`config.mk`:
```
export PLATFORM = sky130hd
export DESIGN_NAME = dram_arbiter
export DESIGN_NICKNAME = d
export VERILOG_FILES = /design/src/rtl/dram_arbiter.sv
export SDC_FILE = /design/constraint.sdc
export NUM_CORES = 1
export LEC_CHECK = 0
export CAP_MARGIN = 20
export CORE_ASPECT_RATIO = 1.5
export CORE_MARGIN = 5
export CORE_UTILIZATION = 40
export CTS_CLUSTER_DIAMETER = 200
export DETAILED_ROUTE_END_ITERATION = 6
export HOLD_SLACK_MARGIN = 0.12
export PLACE_DENSITY = 0.81
export SYNTH_ARGS = -nofsm -noshare
export SYNTH_HDL_FRONTEND = slang
export SYNTH_SLANG_ARGS = --single-unit
export TNS_END_PERCENT = 50
```
`constraint.sdc`:
```
create_clock -name clk -period 2.3 [get_ports clk]
set_input_delay 0.46 -clock clk [delete_from_list [all_inputs] [get_ports clk]]
set_output_delay 0.46 -clock clk [all_outputs]
set_load 0.005 [all_outputs]
```
`src/rtl/dram_arbiter.sv`:
```
// -----------------------------------------------------------------------------
// dram_arbiter
//
// Arbitrates single outstanding DRAM accesses between two requesters:
// requester 0 (CPU data port) and requester 1 (debug loader). A request is
// sampled only in IDLE. Simultaneous requests are resolved round-robin against
// the last granted requester. The granted command is latched and held on the
// DRAM port for the whole access. A watchdog counts BUSY cycles without
// dram_ready and traps the FSM in ERROR on expiry; only reset leaves ERROR.
//
// Ports
//   clk, rst                  clock, asynchronous active-low reset
//   en_k, r_nw_k, addr_k,     request k (k = 0,1): enable (held until ready_k),
//   wdata_k                   read/not-write, address, write data
//   ready_k                   one-cycle completion pulse to requester k
//   rdata                     registered read data, valid while ready_k = 1
//   dram_enable, dram_r_nw,   DRAM command port, driven from the latched
//   dram_addr, dram_wdata     command registers
//   dram_rdata, dram_ready    DRAM read data and completion (sampled in BUSY)
//   error                     sticky timeout flag
//   state_debug               current FSM state encoding
// -----------------------------------------------------------------------------
module dram_arbiter #(
  parameter int NUMBIT    = 32,
  parameter int ADDR_SIZE = 32,
  parameter int TIMEOUT   = 16   // legal range 1..255
) (
  input  logic                 clk,
  input  logic                 rst,
  input  logic                 en_0,
  input  logic                 r_nw_0,
  input  logic [ADDR_SIZE-1:0] addr_0,
  input  logic [NUMBIT-1:0]    wdata_0,
  input  logic                 en_1,
  input  logic                 r_nw_1,
  input  logic [ADDR_SIZE-1:0] addr_1,
  input  logic [NUMBIT-1:0]    wdata_1,
  output logic                 ready_0,
  output logic                 ready_1,
  output logic [NUMBIT-1:0]    rdata,
  output logic                 dram_enable,
  output logic                 dram_r_nw,
  output logic [ADDR_SIZE-1:0] dram_addr,
  output logic [NUMBIT-1:0]    dram_wdata,
  input  logic [NUMBIT-1:0]    dram_rdata,
  input  logic                 dram_ready,
  output logic                 error,
  output logic [1:0]           state_debug
);

  localparam logic [1:0] S_IDLE  = 2'd0;
  localparam logic [1:0] S_BUSY  = 2'd1;
  localparam logic [1:0] S_DONE  = 2'd2;
  localparam logic [1:0] S_ERROR = 2'd3;

  localparam int             CNT_W   = $clog2(TIMEOUT + 1);
  localparam logic [CNT_W-1:0] CNT_MAX = CNT_W'(TIMEOUT - 1);

  logic [1:0]           state;
  logic                 last_grant;   // also identifies the requester being served
  logic [CNT_W-1:0]     cnt;
  logic                 cmd_r_nw;
  logic [ADDR_SIZE-1:0] cmd_addr;
  logic [NUMBIT-1:0]    cmd_wdata;

  // Grant selection, only acted upon in IDLE.
  logic                 req_any;
  logic                 grant_idx;
  logic                 sel_r_nw;
  logic [ADDR_SIZE-1:0] sel_addr;
  logic [NUMBIT-1:0]    sel_wdata;

  // NOTE: every variable assigned in always_comb gets a default first so that
  // no path leaves it unassigned and no latch is inferred.
  always_comb begin
    req_any   = en_0 | en_1;
    grant_idx = 1'b0;
    if (en_0 && en_1) begin
      grant_idx = ~last_grant;       // tie: round robin
    end else if (en_1) begin
      grant_idx = 1'b1;
    end
    sel_r_nw  = grant_idx ? r_nw_1  : r_nw_0;
    sel_addr  = grant_idx ? addr_1  : addr_0;
    sel_wdata = grant_idx ? wdata_1 : wdata_0;
  end

  // NOTE: sequential state uses non-blocking assignments so every register
  // samples the pre-edge values of the others, independent of statement order.
  // NOTE: the command and read-data registers are reset too, so the DRAM port
  // and rdata show defined values from reset instead of X.
  always_ff @(posedge clk or negedge rst) begin
    if (!rst) begin
      state      <= S_IDLE;
      last_grant <= 1'b1;            // CPU wins the first tie
      cnt        <= '0;
      cmd_r_nw   <= 1'b0;
      cmd_addr   <= '0;
      cmd_wdata  <= '0;
      rdata      <= '0;
    end else begin
      case (state)
        S_IDLE: begin
          if (req_any) begin
            state      <= S_BUSY;
            last_grant <= grant_idx;
            cmd_r_nw   <= sel_r_nw;
            cmd_addr   <= sel_addr;
            cmd_wdata  <= sel_wdata;
            cnt        <= '0;
          end
        end
        S_BUSY: begin
          // Completion takes priority over the timeout on the same cycle.
          if (dram_ready) begin
            if (cmd_r_nw) begin
              rdata <= dram_rdata;
            end
            cnt   <= '0;
            state <= S_DONE;
          end else if (cnt == CNT_MAX) begin
            state <= S_ERROR;        // counter stops here, never wraps
          end else begin
            cnt <= cnt + 1'b1;
          end
        end
        S_DONE:  state <= S_IDLE;
        default: state <= S_ERROR;   // ERROR is terminal until reset
      endcase
    end
  end

  // Outputs decode straight from state so an asynchronous reset drops
  // dram_enable and the ready pulses immediately, without waiting for a clock.
  assign dram_enable = (state == S_BUSY);
  assign ready_0     = (state == S_DONE) && !last_grant;
  assign ready_1     = (state == S_DONE) &&  last_grant;
  assign error       = (state == S_ERROR);
  assign state_debug = state;
  assign dram_r_nw   = cmd_r_nw;
  assign dram_addr   = cmd_addr;
  assign dram_wdata  = cmd_wdata;

endmodule

```
==> results.yml <==
run_status:
  status: "finished clean"
detailed_routing:
  avgRoutedWirePerCell_um: 20.7
  ant_nets: 0
  finalWirelength_mm: 15.6
  drc: 0
  via_count: 3690
  firstDrtPassIters: 4
  drt_iter0_drc: 70
  via_per_inst: 4.89
synth:
  ys_types: 30
  synth_fa_ha_area_share_pct: 0.489
  ys_warn_count: 0
  ys_ff_latch: 105
  synthSimpleGateAreaFrac_pct: 1.83
  synthCells: 318
  synthMuxAreaShare_pct: 41.2
  synthXorXnorAreaFrac_pct: 0.171
  synth_area_per_cell_sq_um: 16.1
  synth_nets: 487
  synth.area.top_cells: "dfrtp_1, mux2_4, mux2_2, buf_6, dfstp_2"
  synth-seq-area-share_pct: 51.4
  yosysTopAreaCell: "dfrtp_1"
  synth_top_area_share_pct: 50.9
  netlist_area_sq_um: 5120
  synth-compound-area-share_pct: 1.44
  synth_top_family_by_area: "multiplexers"
cells_and_area:
  num-nets-final: 761
  layout-drive-gt1-share_pct: 32.5
  area_delta_synth_final_pct: 62.4
  final_common_cell: "clkdlybuf4s50_1"
  stdcell_count: 754
  most-common-layout-cells: "clkdlybuf4s50_1, dfrtp_1, mux2_2"
  final_util_pct: 66.4
timing:
  fmaxAchievable_mhz: 480
  worst_slew_pin_slew_ns: 0.571
  finClkSkew_ns: 0.00695
  fin_crit_sh_pct: 90.5
  maxSlewHeadroom_pct: 61.9
  setup_tns_ns: 0
  finalHoldViolCount: 0
  slew_viol_final: 0
  rsz0062_at_grt: "false"
  finalSetupViolCount: 0
  finalWorstPathRequiredPeriod_ns: 2.08
global_route:
  grt_pass1_wl_mm: 23.7
  grt_pass1_vias: 4293
  gr-total-overflow: 0
  grt_antenna_before_repair: 1
  grt_max_degree: 42
  grtUsageTotal_pct: 20.6
power_and_ir_drop:
  power_density_nw_per_um2: 1140
  ir_worst_vdd_mv: 0.635
  power.leakage_uw: 0.00354
floorplanning:
  rows: 50
  fp.coreArea_sq_um: 12500
  start_util_pct: 40.9
  die_h_um: 149
  dieArea_sq_um: 15200
  die_w_um: 102
  ios: 270
setup_path:
  crit_path_start_kind: "flop"
  critPathMaxFanout: 9
  cp.arrival_ns: 1.62
  critPathKind: "flop to output port"
  cp.required_ns: 1.84
  cp-end-kind: "output port"
placed_design:
  hpwl_mm: 12.3
  portBuffers: 269
  gp_congestion: 0.795
  place_inst: 736
clock_network:
  cts_max_path_buffers: 2
  cts_tree: "yes"
  cts_made_buffers: 9
  ctsHtreeMaxLevel: 3
  post_cts_buffers: 0
  hold_buffers: 1
  cts_sinks: 105
  clk_pin_slew_ns: 0.07
  cts_resized: 0
  insertion_delay_ns: 0.34
  root_buffer: "clkbuf_16"
job:
  max_cap_viol_count: 0
hold_path:
  min_path_type: "flop to flop"
## registers in the layout, indices dropped and copies added, names as in the netlist
signal and count:
rdata 32, last_grant 1, state_debug 2, dram_r_nw 1, dram_addr 32, dram_wdata 32
cnt 5
## cells by family after synthesis
family                   Yosys count
AND/OR/NAND/NOR                   15
multiplexers                     164
adder cells (fa/ha/maj)            2
flip-flops                       105
XOR/XNOR                           1
AO/OA/AOI/OAI                     10
buffers and inverters             21
## synthesized netlist by cell type
library cell and number:
mux2_4 70, a311o_1 1, and2b_1 1, o21a_1 1
buf_4 3, dfrtp_1 104, a21boi_1 1, nand3_1 3
ha_1 2, a21bo_2 1, a21oi_1 1, mux2_2 93
nor2b_1 3, nor3_1 1, o21ai_0 2, nand2b_1 1
xnor2_1 1, nor2_1 1, buf_6 11, dfstp_2 1
mux2i_1 1, nor3b_1 1, and2_1 1, and3_1 1
nor4b_1 1, buf_2 4, a31oi_1 1, and3b_1 1
inv_1 3, a22o_1 2
## power by group
part           internal, uW  switching [uW]
combinational          3280            1480
sequential             2780             542
clock                   739             683
## critical path: stages, from the launching register on
cell	delay (ns)
dfrtp_1	0.48
and2b_1	0.28
clkdlybuf4s50_1	0.53
## final timing paths
path	end	from	slack (ns)	cells after the start
worst max-delay path	dram_enable	state_debug[1]	0.22	2
worst min-delay path	rdata[18]	rdata[18]	0.50	1
worst max register to register	cnt[0]	cnt[0]	0.43	5
worst min register to register	rdata[18]	rdata[18]	0.50	1
max in group asynchronous	rdata[11]	rst	0.79	3
min in group asynchronous	rdata[19]	rst	0.66	2
## final cells by class
cell class / count / area, sq um
multi-input combinational: 192 / 2330
sequential: 105 / 2630
clock buffer: 10 / 229
inverter: 3 / 11.3
fill: 982 / 4200
clock inverter: 6 / 42.5
antenna: 1 / 2.50
tap: 156 / 195
timing repair buffer: 281 / 2870
## per-layer routing
layer  global-route usage, %  part of all wire (%)
met4                    9.06                   3.5
met5                       0                     0
met1                    21.9                    34
met2                    37.8                    57
met3                    4.79                   6.0
## per-stage QoR
stage | power (uW) | instance area [sq um] | setup WS, ns | hold slack, ns
2_1_floorplan | 5400 | 5120 | 0.468 | 0.164
3_3_place_gp | 7980 | 8020 | 0.0674 | 0.487
3_5_place_dp | 8170 | 8020 | 0.0387 | 0.486
4_1_cts | 9650 | 8310 | 0.191 | 0.509
5_1_grt | 10100 | 8310 | 0.124 | 0.523
6_report | 9500 | 8310 | 0.217 | 0.504
Power figures use the tool's default switching activity.
